$ cat src/rtl/fpu_mem_pkg.sv
`default_nettype none
// ============================================================================
// Package     : fpu_mem_pkg
// Description : Shared types and default widths for the FPU memory arbiter.
// Revision    : 1.0 - initial release
// ============================================================================
package fpu_mem_pkg;

    localparam int DEF_NUM_REQ = 3;
    localparam int DEF_ADDR_W  = 32;
    localparam int DEF_DATA_W  = 32;
    localparam int DEF_LEN_W   = 10;

    // Requester slots on the arbiter
    localparam int REQ_CONF = 0;
    localparam int REQ_RD   = 1;
    localparam int REQ_WR   = 2;

    typedef enum logic [1:0] {
        IDLE = 2'd0,
        CMD  = 2'd1,
        DATA = 2'd2,
        DONE = 2'd3
    } arb_state_e;

endpackage
`default_nettype wire

$ cat src/rtl/fpu_rr_pick.sv
`default_nettype none
// ============================================================================
// Module      : fpu_rr_pick
// Description : Combinational round-robin picker; first request at or after
//               the pointer, searching upward with wrap.
// Revision    : 1.0 - initial release
// ============================================================================
module fpu_rr_pick #(
    parameter int NUM_REQ = 3,
    parameter int PTR_W   = 2
) (
    input  logic [NUM_REQ-1:0] i_req,
    input  logic [PTR_W-1:0]   i_ptr,
    output logic [NUM_REQ-1:0] o_winner,
    output logic               o_any
);

    logic [PTR_W:0] w_idx;

    always_comb begin
        o_winner = '0;
        o_any    = 1'b0;
        w_idx    = '0;
        for (int i = 0; i < NUM_REQ; i++) begin
            w_idx = {1'b0, i_ptr} + (PTR_W+1)'(i);
            if (w_idx >= (PTR_W+1)'(NUM_REQ)) begin
                w_idx = w_idx - (PTR_W+1)'(NUM_REQ);
            end
            if (!o_any && i_req[w_idx[PTR_W-1:0]]) begin
                o_winner[w_idx[PTR_W-1:0]] = 1'b1;
                o_any                      = 1'b1;
            end
        end
    end

endmodule
`default_nettype wire

$ cat src/rtl/fpu_mem_arbiter.sv
`default_nettype none
// ============================================================================
// Module      : fpu_mem_arbiter
// Description : Round-robin burst arbiter sharing one memory port among the
//               FPU config loader, read engine and write engine.
// Revision    : 1.0 - initial release
// ============================================================================
module fpu_mem_arbiter
    import fpu_mem_pkg::*;
#(
    parameter int NUM_REQ = DEF_NUM_REQ,
    parameter int ADDR_W  = DEF_ADDR_W,
    parameter int DATA_W  = DEF_DATA_W,
    parameter int LEN_W   = DEF_LEN_W
) (
    input  logic                      clk,
    input  logic                      rst,
    input  logic [NUM_REQ-1:0]        req_valid,
    input  logic [NUM_REQ-1:0]        req_write,
    input  logic [NUM_REQ*ADDR_W-1:0] req_addr,
    input  logic [NUM_REQ*LEN_W-1:0]  req_len,
    input  logic [NUM_REQ*DATA_W-1:0] req_wdata,
    output logic [NUM_REQ-1:0]        req_ready,
    output logic [NUM_REQ-1:0]        grant,
    output logic [NUM_REQ-1:0]        beat_valid,
    output logic [DATA_W-1:0]         rdata,
    output logic [NUM_REQ-1:0]        burst_done,
    output logic                      err_stray,
    output logic                      mem_cmd_valid,
    input  logic                      mem_cmd_ready,
    output logic                      mem_write,
    output logic [ADDR_W-1:0]         mem_addr,
    output logic [LEN_W-1:0]          mem_len,
    output logic                      mem_wvalid,
    output logic [DATA_W-1:0]         mem_wdata,
    input  logic                      mem_wready,
    input  logic                      mem_rvalid,
    input  logic [DATA_W-1:0]         mem_rdata
);

    localparam int               PTR_W  = (NUM_REQ > 1) ? $clog2(NUM_REQ) : 1;
    localparam logic [PTR_W-1:0] C_LAST = PTR_W'(NUM_REQ - 1);

    arb_state_e           r_state;
    arb_state_e           w_state_nxt;
    logic [NUM_REQ-1:0]   r_grant;
    logic [NUM_REQ-1:0]   r_req_ready;
    logic [NUM_REQ-1:0]   w_win;
    logic                 w_any;
    logic [PTR_W-1:0]     r_ptr;
    logic [PTR_W-1:0]     r_owner;
    logic [PTR_W-1:0]     w_win_idx;
    logic                 r_write;
    logic [ADDR_W-1:0]    r_addr;
    logic [LEN_W-1:0]     r_len;
    logic [LEN_W-1:0]     r_cnt;
    logic [LEN_W-1:0]     w_win_len;
    logic                 r_err_stray;
    logic                 w_rd_data;
    logic                 w_wr_data;
    logic                 w_beat;

    fpu_rr_pick #(
        .NUM_REQ (NUM_REQ),
        .PTR_W   (PTR_W)
    ) u_pick (
        .i_req    (req_valid),
        .i_ptr    (r_ptr),
        .o_winner (w_win),
        .o_any    (w_any)
    );

    always_comb begin
        w_win_idx = '0;
        for (int i = 0; i < NUM_REQ; i++) begin
            if (w_win[i]) begin
                w_win_idx = PTR_W'(i);
            end
        end
    end

    assign w_win_len = req_len[w_win_idx*LEN_W +: LEN_W];
    assign w_rd_data = (r_state == DATA) && !r_write;
    assign w_wr_data = (r_state == DATA) && r_write;
    assign w_beat    = (w_rd_data && mem_rvalid) || (w_wr_data && mem_wready);

    always_ff @(posedge clk) begin
        if (rst) begin
            r_state <= IDLE;
        end else begin
            r_state <= w_state_nxt;
        end
    end

    always_comb begin
        w_state_nxt = r_state;
        case (r_state)
            IDLE: begin
                if (w_any) begin
                    w_state_nxt = (w_win_len == '0) ? DONE : CMD;
                end
            end
            CMD: begin
                if (mem_cmd_ready) begin
                    w_state_nxt = DATA;
                end
            end
            DATA: begin
                if (w_beat && (r_cnt == LEN_W'(1))) begin
                    w_state_nxt = DONE;
                end
            end
            DONE:    w_state_nxt = IDLE;
            default: w_state_nxt = IDLE;
        endcase
    end

    always_ff @(posedge clk) begin
        if (rst) begin
            r_grant     <= '0;
            r_req_ready <= '0;
            r_ptr       <= '0;
            r_owner     <= '0;
            r_write     <= 1'b0;
            r_addr      <= '0;
            r_len       <= '0;
            r_cnt       <= '0;
            r_err_stray <= 1'b0;
        end else begin
            r_req_ready <= '0;
            // Only a read burst in its data phase may consume mem_rvalid
            r_err_stray <= mem_rvalid && !w_rd_data;
            case (r_state)
                IDLE: begin
                    if (w_any) begin
                        r_grant     <= w_win;
                        r_req_ready <= w_win;
                        r_owner     <= w_win_idx;
                        r_write     <= req_write[w_win_idx];
                        r_addr      <= req_addr[w_win_idx*ADDR_W +: ADDR_W];
                        r_len       <= w_win_len;
                    end
                end
                CMD: begin
                    if (mem_cmd_ready) begin
                        r_cnt <= r_len;
                    end
                end
                DATA: begin
                    if (w_beat && (r_cnt != '0)) begin
                        r_cnt <= r_cnt - LEN_W'(1);
                    end
                end
                DONE: begin
                    r_grant <= '0;
                    r_ptr   <= (r_owner == C_LAST) ? '0 : r_owner + 1'b1;
                end
                default: ;
            endcase
        end
    end

    assign req_ready     = r_req_ready;
    assign grant         = r_grant;
    assign beat_valid    = w_beat ? r_grant : '0;
    assign rdata         = mem_rdata;
    assign burst_done    = (r_state == DONE) ? r_grant : '0;
    assign err_stray     = r_err_stray;
    assign mem_cmd_valid = (r_state == CMD);
    assign mem_write     = r_write;
    assign mem_addr      = r_addr;
    assign mem_len       = r_len;
    assign mem_wvalid    = w_wr_data;
    assign mem_wdata     = req_wdata[r_owner*DATA_W +: DATA_W];

endmodule
`default_nettype wire

$ cat config.mk
export PLATFORM = sky130hd
export DESIGN_NAME = fpu_mem_arbiter
export DESIGN_NICKNAME = d
export VERILOG_FILES = /design/src/rtl/fpu_mem_pkg.sv /design/src/rtl/fpu_rr_pick.sv /design/src/rtl/fpu_mem_arbiter.sv
export SDC_FILE = /design/constraint.sdc
export NUM_CORES = 1
export LEC_CHECK = 0
export ABC_AREA = 1
export CORE_AREA = 2 2 149 151
export DETAILED_ROUTE_END_ITERATION = 6
export DIE_AREA = 0 0 151 153
export PLACE_DENSITY = 0.56
export SLEW_MARGIN = 20
export SYNTH_ARGS = -nofsm -noshare
export SYNTH_HDL_FRONTEND = slang
export SYNTH_SLANG_ARGS = --single-unit
$ cat constraint.sdc
create_clock -name clk -period 5.8 [get_ports clk]
set_input_delay 0.58 -clock clk [delete_from_list [all_inputs] [get_ports clk]]
set_output_delay 0.58 -clock clk [all_outputs]
set_load 0.01 [all_outputs]
== Yosys cells after proc, flatten, opt, wreduce, memory -nomap -nowiden ==
Index checks and enable logic that the tools add are counted.

* Flip-flop bits (word level): 66
* Bits of input ports: 265
* Word-level logic and storage cells: 109

* Add/subtract/negate cells: 7
* Multipliers: 1
* Order comparisons: 10
* Equal/unequal tests: 9
* Shifts and indexed selects: 3
* Multiplexer cells: 38
* Bitwise gates (word level): 4
* Reduce and logical (&&, ||, !) cells: 27

{| class="wikitable"
|+ Operators with widths
! kind !! count
|-
| $shiftx 96x8->32 || 2
|-
| $shiftx 30x7->10 || 1
|-
| $mux 10 || 2
|-
| $pmux 10 s2 || 1
|-
| $mux 2 || 9
|-
| $mux 3 || 6
|-
| $logic_and 1x1->1 || 12
|-
| $lt 2x3->1 const B || 4
|-
| $mux 1 || 11
|-
| $eq 10x1->1 const B || 1
|-
| $logic_not 10->1 || 1
|-
| $reduce_bool 10->1 || 1
|-
| $sub 10x1->10 const B || 1
|-
| $bmux 1 s2 || 4
|-
| $ne 2x1->1 const B || 4
|-
| $pmux 2 s4 || 1
|-
| $demux 1 s2 || 3
|-
| $eq 2x2->1 const B || 3
|-
| $ge 2x1->1 const B || 3
|-
| $ge 3x2->1 const B || 2
|-
| $or 3x3->3 || 2
|-
| $pmux 3 s2 || 1
|-
| $reduce_and 3->1 || 2
|-
| $sub 2x2->2 const B || 3
|-
| 13 further kinds || 19
|}

== Logic depth before layout (Yosys ltp) ==
* Depth after elaboration: 19
* Depth in mapped cells: 19
* Mapped depth without buffers: 18

== Cells and area by module ==
Synthesis repeated with hierarchy kept, for this count alone.

* Cells, all modules: 804
* Area, all modules: 4863.4 µm²

{| class="wikitable"
|+ Modules (own cells, without submodules)
! module !! instances !! cells an instance !! area each (µm²)
|-
| fpu_mem_arbiter || 1 || 754 || 4586.9
|-
| fpu_rr_pick || 1 || 50 || 276.5
|}

== Worst setup path before layout ==
No wires, ideal clock.

* Path kind: flip-flop to flip-flop
* Start: register r_ptr[0]
* End: register r_state[1]
* Library setup time: 0.066 ns
* Arrival time: 1.991 ns
* Data required time: 5.734 ns
* Slack: 3.743 ns
* Cell stages (with the launch flop): 16
* Path buffers: 1
* Cell sequence: dfxtp_1 -> inv_1 -> ha_1 -> inv_2 -> nand3_1 -> nand2_1 -> nand3_2 -> nor2_2 -> nor2_2 -> buf_6 -> or2_0 -> nand2_1 -> nand2_1 -> nor2_1 -> nand3_1 -> a21oi_2

* Longest elaborated chain between the ends: 19
* Elaborated cells between the ends (all ways): 54
* Those cells by class: 5 x add/sub; 1 x mul; 9 x order compare; 1 x eq/ne; 1 x shift; 26 x mux; 2 x bitwise; 9 x reduce/logical

{| class="wikitable"
|+ Ends and longest elaborated chain
! item !! line !! text
|-
| start, declared || fpu_mem_arbiter.sv:50 || <nowiki>logic [PTR_W-1:0] r_ptr;</nowiki>
|-
| start signal, assigned || fpu_mem_arbiter.sv:156 || <nowiki>r_ptr <= (r_owner == C_LAST) ? '0 : r_owner + 1'b1;</nowiki>
|-
| $add 2x1->3, or another cell as far along || fpu_rr_pick.sv:25 || <nowiki>w_idx = {1'b0, i_ptr} + (PTR_W+1)'(i);</nowiki>
|-
| $ge 3x2->1, or another cell as far along || fpu_rr_pick.sv:26 || <nowiki>if (w_idx >= (PTR_W+1)'(NUM_REQ)) begin</nowiki>
|-
| $mux 2, or another cell as far along || fpu_rr_pick.sv:26 ||
|-
| $lt 2x3->1 (not written as such), or another cell as far along || fpu_rr_pick.sv:30 || <nowiki>o_winner[w_idx[PTR_W-1:0]] = 1'b1;</nowiki>
|-
| $logic_and 1x1->1 (not written as such), or another cell as far along || fpu_rr_pick.sv:30 ||
|-
| $mux 1 (not written as such), or another cell as far along || fpu_rr_pick.sv:30 ||
|-
| $demux 1 s2, or another cell as far along || - ||
|-
| $or 3x3->3 (no source line) / $mux 1 (equally long branches) || - ||
|-
| [... 3 more ...] || - ||
|-
| $mux 1 || fpu_mem_arbiter.sv:76 || <nowiki>if (w_win[i]) begin</nowiki>
|-
| $mux 2 || fpu_mem_arbiter.sv:76 ||
|-
| $mul 2x3->5 || fpu_mem_arbiter.sv:82 || <nowiki>assign w_win_len = req_len[w_win_idx*LEN_W +: LEN_W];</nowiki>
|-
| $shiftx 30x7->10 || fpu_mem_arbiter.sv:82 ||
|-
| $logic_not 10->1 || fpu_mem_arbiter.sv:100 || <nowiki>w_state_nxt = (w_win_len == '0) ? DONE : CMD;</nowiki>
|-
| $mux 2 || fpu_mem_arbiter.sv:100 ||
|-
| $mux 2 || fpu_mem_arbiter.sv:99 || <nowiki>if (w_any) begin</nowiki>
|-
| $pmux 2 s4 || fpu_mem_arbiter.sv:97 || <nowiki>case (r_state)</nowiki>
|-
| end signal, assigned || fpu_mem_arbiter.sv:91 || <nowiki>r_state <= w_state_nxt;</nowiki>
|-
| end, declared || fpu_mem_arbiter.sv:44 || <nowiki>arb_state_e r_state;</nowiki>
|}

Several ways; a longest one is shown, not always the timed one. The select of a mux whose other input is x is not followed.
A chain may end at the register's enable or synchronous reset.

== Worst setup path after layout ==
* Start: register r_owner[0]
* End: output mem_wdata[25]

* Longest elaborated chain between the ends: 1

{| class="wikitable"
|+ Ends and longest elaborated chain
! item !! line !! text
|-
| start, declared || fpu_mem_arbiter.sv:51 || <nowiki>logic [PTR_W-1:0] r_owner;</nowiki>
|-
| start signal, assigned || fpu_mem_arbiter.sv:138 || <nowiki>r_owner <= w_win_idx;</nowiki>
|-
| $shiftx 96x8->32 || fpu_mem_arbiter.sv:174 || <nowiki>assign mem_wdata = req_wdata[r_owner*DATA_W +: DATA_W];</nowiki>
|-
| end, declared || fpu_mem_arbiter.sv:35 || <nowiki>output logic [DATA_W-1:0] mem_wdata,</nowiki>
|}

No other way between the ends.

==> results.sh <==
export IMPL_status="complete, no violations"
export IMPL_postPlaceCellArea_um2=7960
export IMPL_ys_seq_area_frac=0.276
export IMPL_dpl_hpwl_mm=17.2
export IMPL_grt_pass1_vias=5934
export IMPL_drtPass1Iterations=4
export IMPL_grt_pass1_wl_mm=34.3
export IMPL_postLayoutCellArea_um2=8260
export IMPL_finalSetupViolations=0
export IMPL_antennaDiodeCount=0
export IMPL_netlist_instances=754
export IMPL_final_util=0.385
export IMPL_final_layout_size_suffix_gt1_frac=0.0441
export IMPL_grt_start_max_net_pins=53
export IMPL_grt_overflow_total=0
export IMPL_synth_area_per_cell_um2=6.35
export IMPL_post_route_drc_count=0
export IMPL_syn_num_nets=1030
export IMPL_worstPathRequired_ps=5220
export IMPL_worst_path_max_fanout=34
export IMPL_cts_tree="built"
export IMPL_clk_pin_slew_ps=60
export IMPL_drt_iter0_markers=243
export IMPL_rows=54
export IMPL_end_kind="primary output"
export IMPL_path_cells="clkinv_1, or2_2, o211ai_1, clkdlybuf4s50_1"
export IMPL_initial_utilization=0.223
export IMPL_cts_resized_gates=0
export IMPL_fin_setup_tns_ps=0
export IMPL_core_area_um2=21500
export IMPL_die_h_um=153
export IMPL_post_cts_repair_setup_buffers=0
export IMPL_synthDistinctLibCells=36
export IMPL_synthTopCellsByArea="dfxtp_1, o211ai_1, nand2_1, nand3_1, nor2_1"
export IMPL_pin_count=387
export IMPL_synthArstFlopShare=0
export IMPL_cts_sinks=66
export IMPL_fin_cells=1301
export IMPL_yosysTopAreaCell="dfxtp_1"
export IMPL_maxCapViolCount=0
export IMPL_h_tree_depth=3
export IMPL_place_inst=1285
export IMPL_fin_worst_skew_ps=8.77
export IMPL_rsz0062_at_grt="no"
export IMPL_cts_root_buf="clkbuf_16"
export IMPL_hold_class="flop to flop"
export IMPL_fmax_ghz=0.250
export IMPL_power_density_nw_per_um2=437
export IMPL_grtUsageTotal=0.194
export IMPL_place_gp_congestion=0.860
export IMPL_vias=5892
export IMPL_ys_flop_type="dfxtp_1"
export IMPL_drt_wl_total_mm=22.8
export IMPL_vias_per_cell=4.53
export IMPL_place_port_buffers=322
export IMPL_wl_per_cell_um=17.5
export IMPL_ant_nets=0
export IMPL_synth_warnings=0
export IMPL_tightest_slew_ps=1000
export IMPL_ys_ff_latch=66
export IMPL_antenna_found_initial=1
export IMPL_numCtsBuffers=9
export IMPL_clkLatencyLatePin_ps=350
export IMPL_syn_cell_area_um2=4790
export IMPL_hold_viol=0
export IMPL_nNetsFinal=1292
export IMPL_max_stage_delay_ps=910
export IMPL_ctsHoldBuffers=0
export IMPL_p_total_w=0.00361
export IMPL_clockBufferDepth=2
export IMPL_slew_headroom=0.331
export IMPL_crit_slowest_cell="or2_2"
export IMPL_critPathKind="flop to primary output"
export IMPL_fin_crit_sh=0.688
export IMPL_die_area_um2=23100
export IMPL_p_leak_nw=3.37
export IMPL_syn2layout_area_growth_pct=72.5
export IMPL_slew_violations=0
export IMPL_arrival_ps=3410
export IMPL_chipWidth_um=151
export IMPL_synth_top_area_share=0.276
export IMPL_ir_drop_uv=157
export IMPL_layout_min_cycle_time_ps=3990
export IMPL_startpoint_type="flop"
export IMPL_synth_edff_count=0
[through the flow]
step,setup WS [ps],hold slack [ps]
floorplan,3740,470
global placement,1900,484
finish,1810,500
global route,1560,530
detailed placement,1830,490
CTS,1700,503
[placed cells by master, fill, tap and decap left out, types with 9 or more instances in the layout]
cell / synthesis / final
clkbuf_16: 0 / 9
dfxtp_1: 66 / 66
o211ai_1: 73 / 73
inv_1: 92 / 92
nand2_1: 136 / 136
a21oi_1: 11 / 11
ha_1: 11 / 11
o21ai_0: 48 / 48
nand3_1: 91 / 91
clkdlybuf4s50_1: 0 / 322
nor2_1: 94 / 93
[path summary, 6_finish.rpt]
check	startpoint	end	slack, ps	cells past startpoint
setup / recovery	r_owner[0]	mem_wdata[25]	1810	4
setup reg to reg	r_ptr[0]	grant[2]	2190	13
hold / removal	mem_addr[9]	mem_addr[9]	500	2
hold reg to reg	mem_addr[9]	mem_addr[9]	500	2
[cell families after synthesis]
logic type	after synthesis	share of synthesized area
and+or+nand+nor	347	0.313
buffers and inverters	175	0.172
AOI/OAI and AO/OA	151	0.203
DFF	66	0.276
adders and majority gates	11	0.0287
xor gates and xnor gates	4	0.00731
[critical path: cells and delay by family (launching register included)]
kind / cells / cell delay, ps
flip-flops: 1 / 350
buffers and inverters: 2 / 1390
AND/OR/NAND/NOR: 1 / 910
AO/OA/AOI/OAI: 1 / 400
[power by group]
group          internal (W)  switching [W]  total [W]
sequential         0.000658       0.000147   0.000805
clock              0.000356       0.000216   0.000572
combinational       0.00101        0.00123    0.00223
[layer usage]
| metal | GRT usage | part of all wire |
|---|---|---|
| met1 | 0.242 | 0.43 |
| met2 | 0.318 | 0.47 |
| met3 | 0.0460 | 0.067 |
| met4 | 0.0801 | 0.037 |
| met5 | 0 | 0 |
[state kept, by name, indices dropped and copies added, names as in the netlist]
name       count
r_cnt         10
r_ptr          2
r_owner        2
mem_len       10
mem_write      1
mem_addr      32
r_state        2
err_stray      1
grant          3
req_ready      3
[synth_stat cells, types with 3 or more instances]
cell type,n
a211oi_1,6
a21oi_1,11
a31oi_1,6
buf_2,13
buf_4,33
buf_6,3
clkbuf_1,25
dfxtp_1,66
ha_1,11
inv_1,92
inv_2,4
nand2_1,136
nand2_2,6
nand3_1,91
nand3_2,3
nand4_1,3
nor2_1,94
nor2_2,4
o211ai_1,73
o21ai_0,48
o21ai_1,3
or2_2,3
xor2_1,3
[final cells by class]
class | instances | area [µm²]
Clock inverter | 4 | 50.0
Fill cell | 2274 | 13200
Multi-Input combinational cell | 513 | 2650
Timing Repair Buffer | 328 | 3270
Inverter | 98 | 368
Clock buffer | 12 | 256
Sequential cell | 66 | 1320
Tap cell | 280 | 350
(Power assumes the default switching activity.)
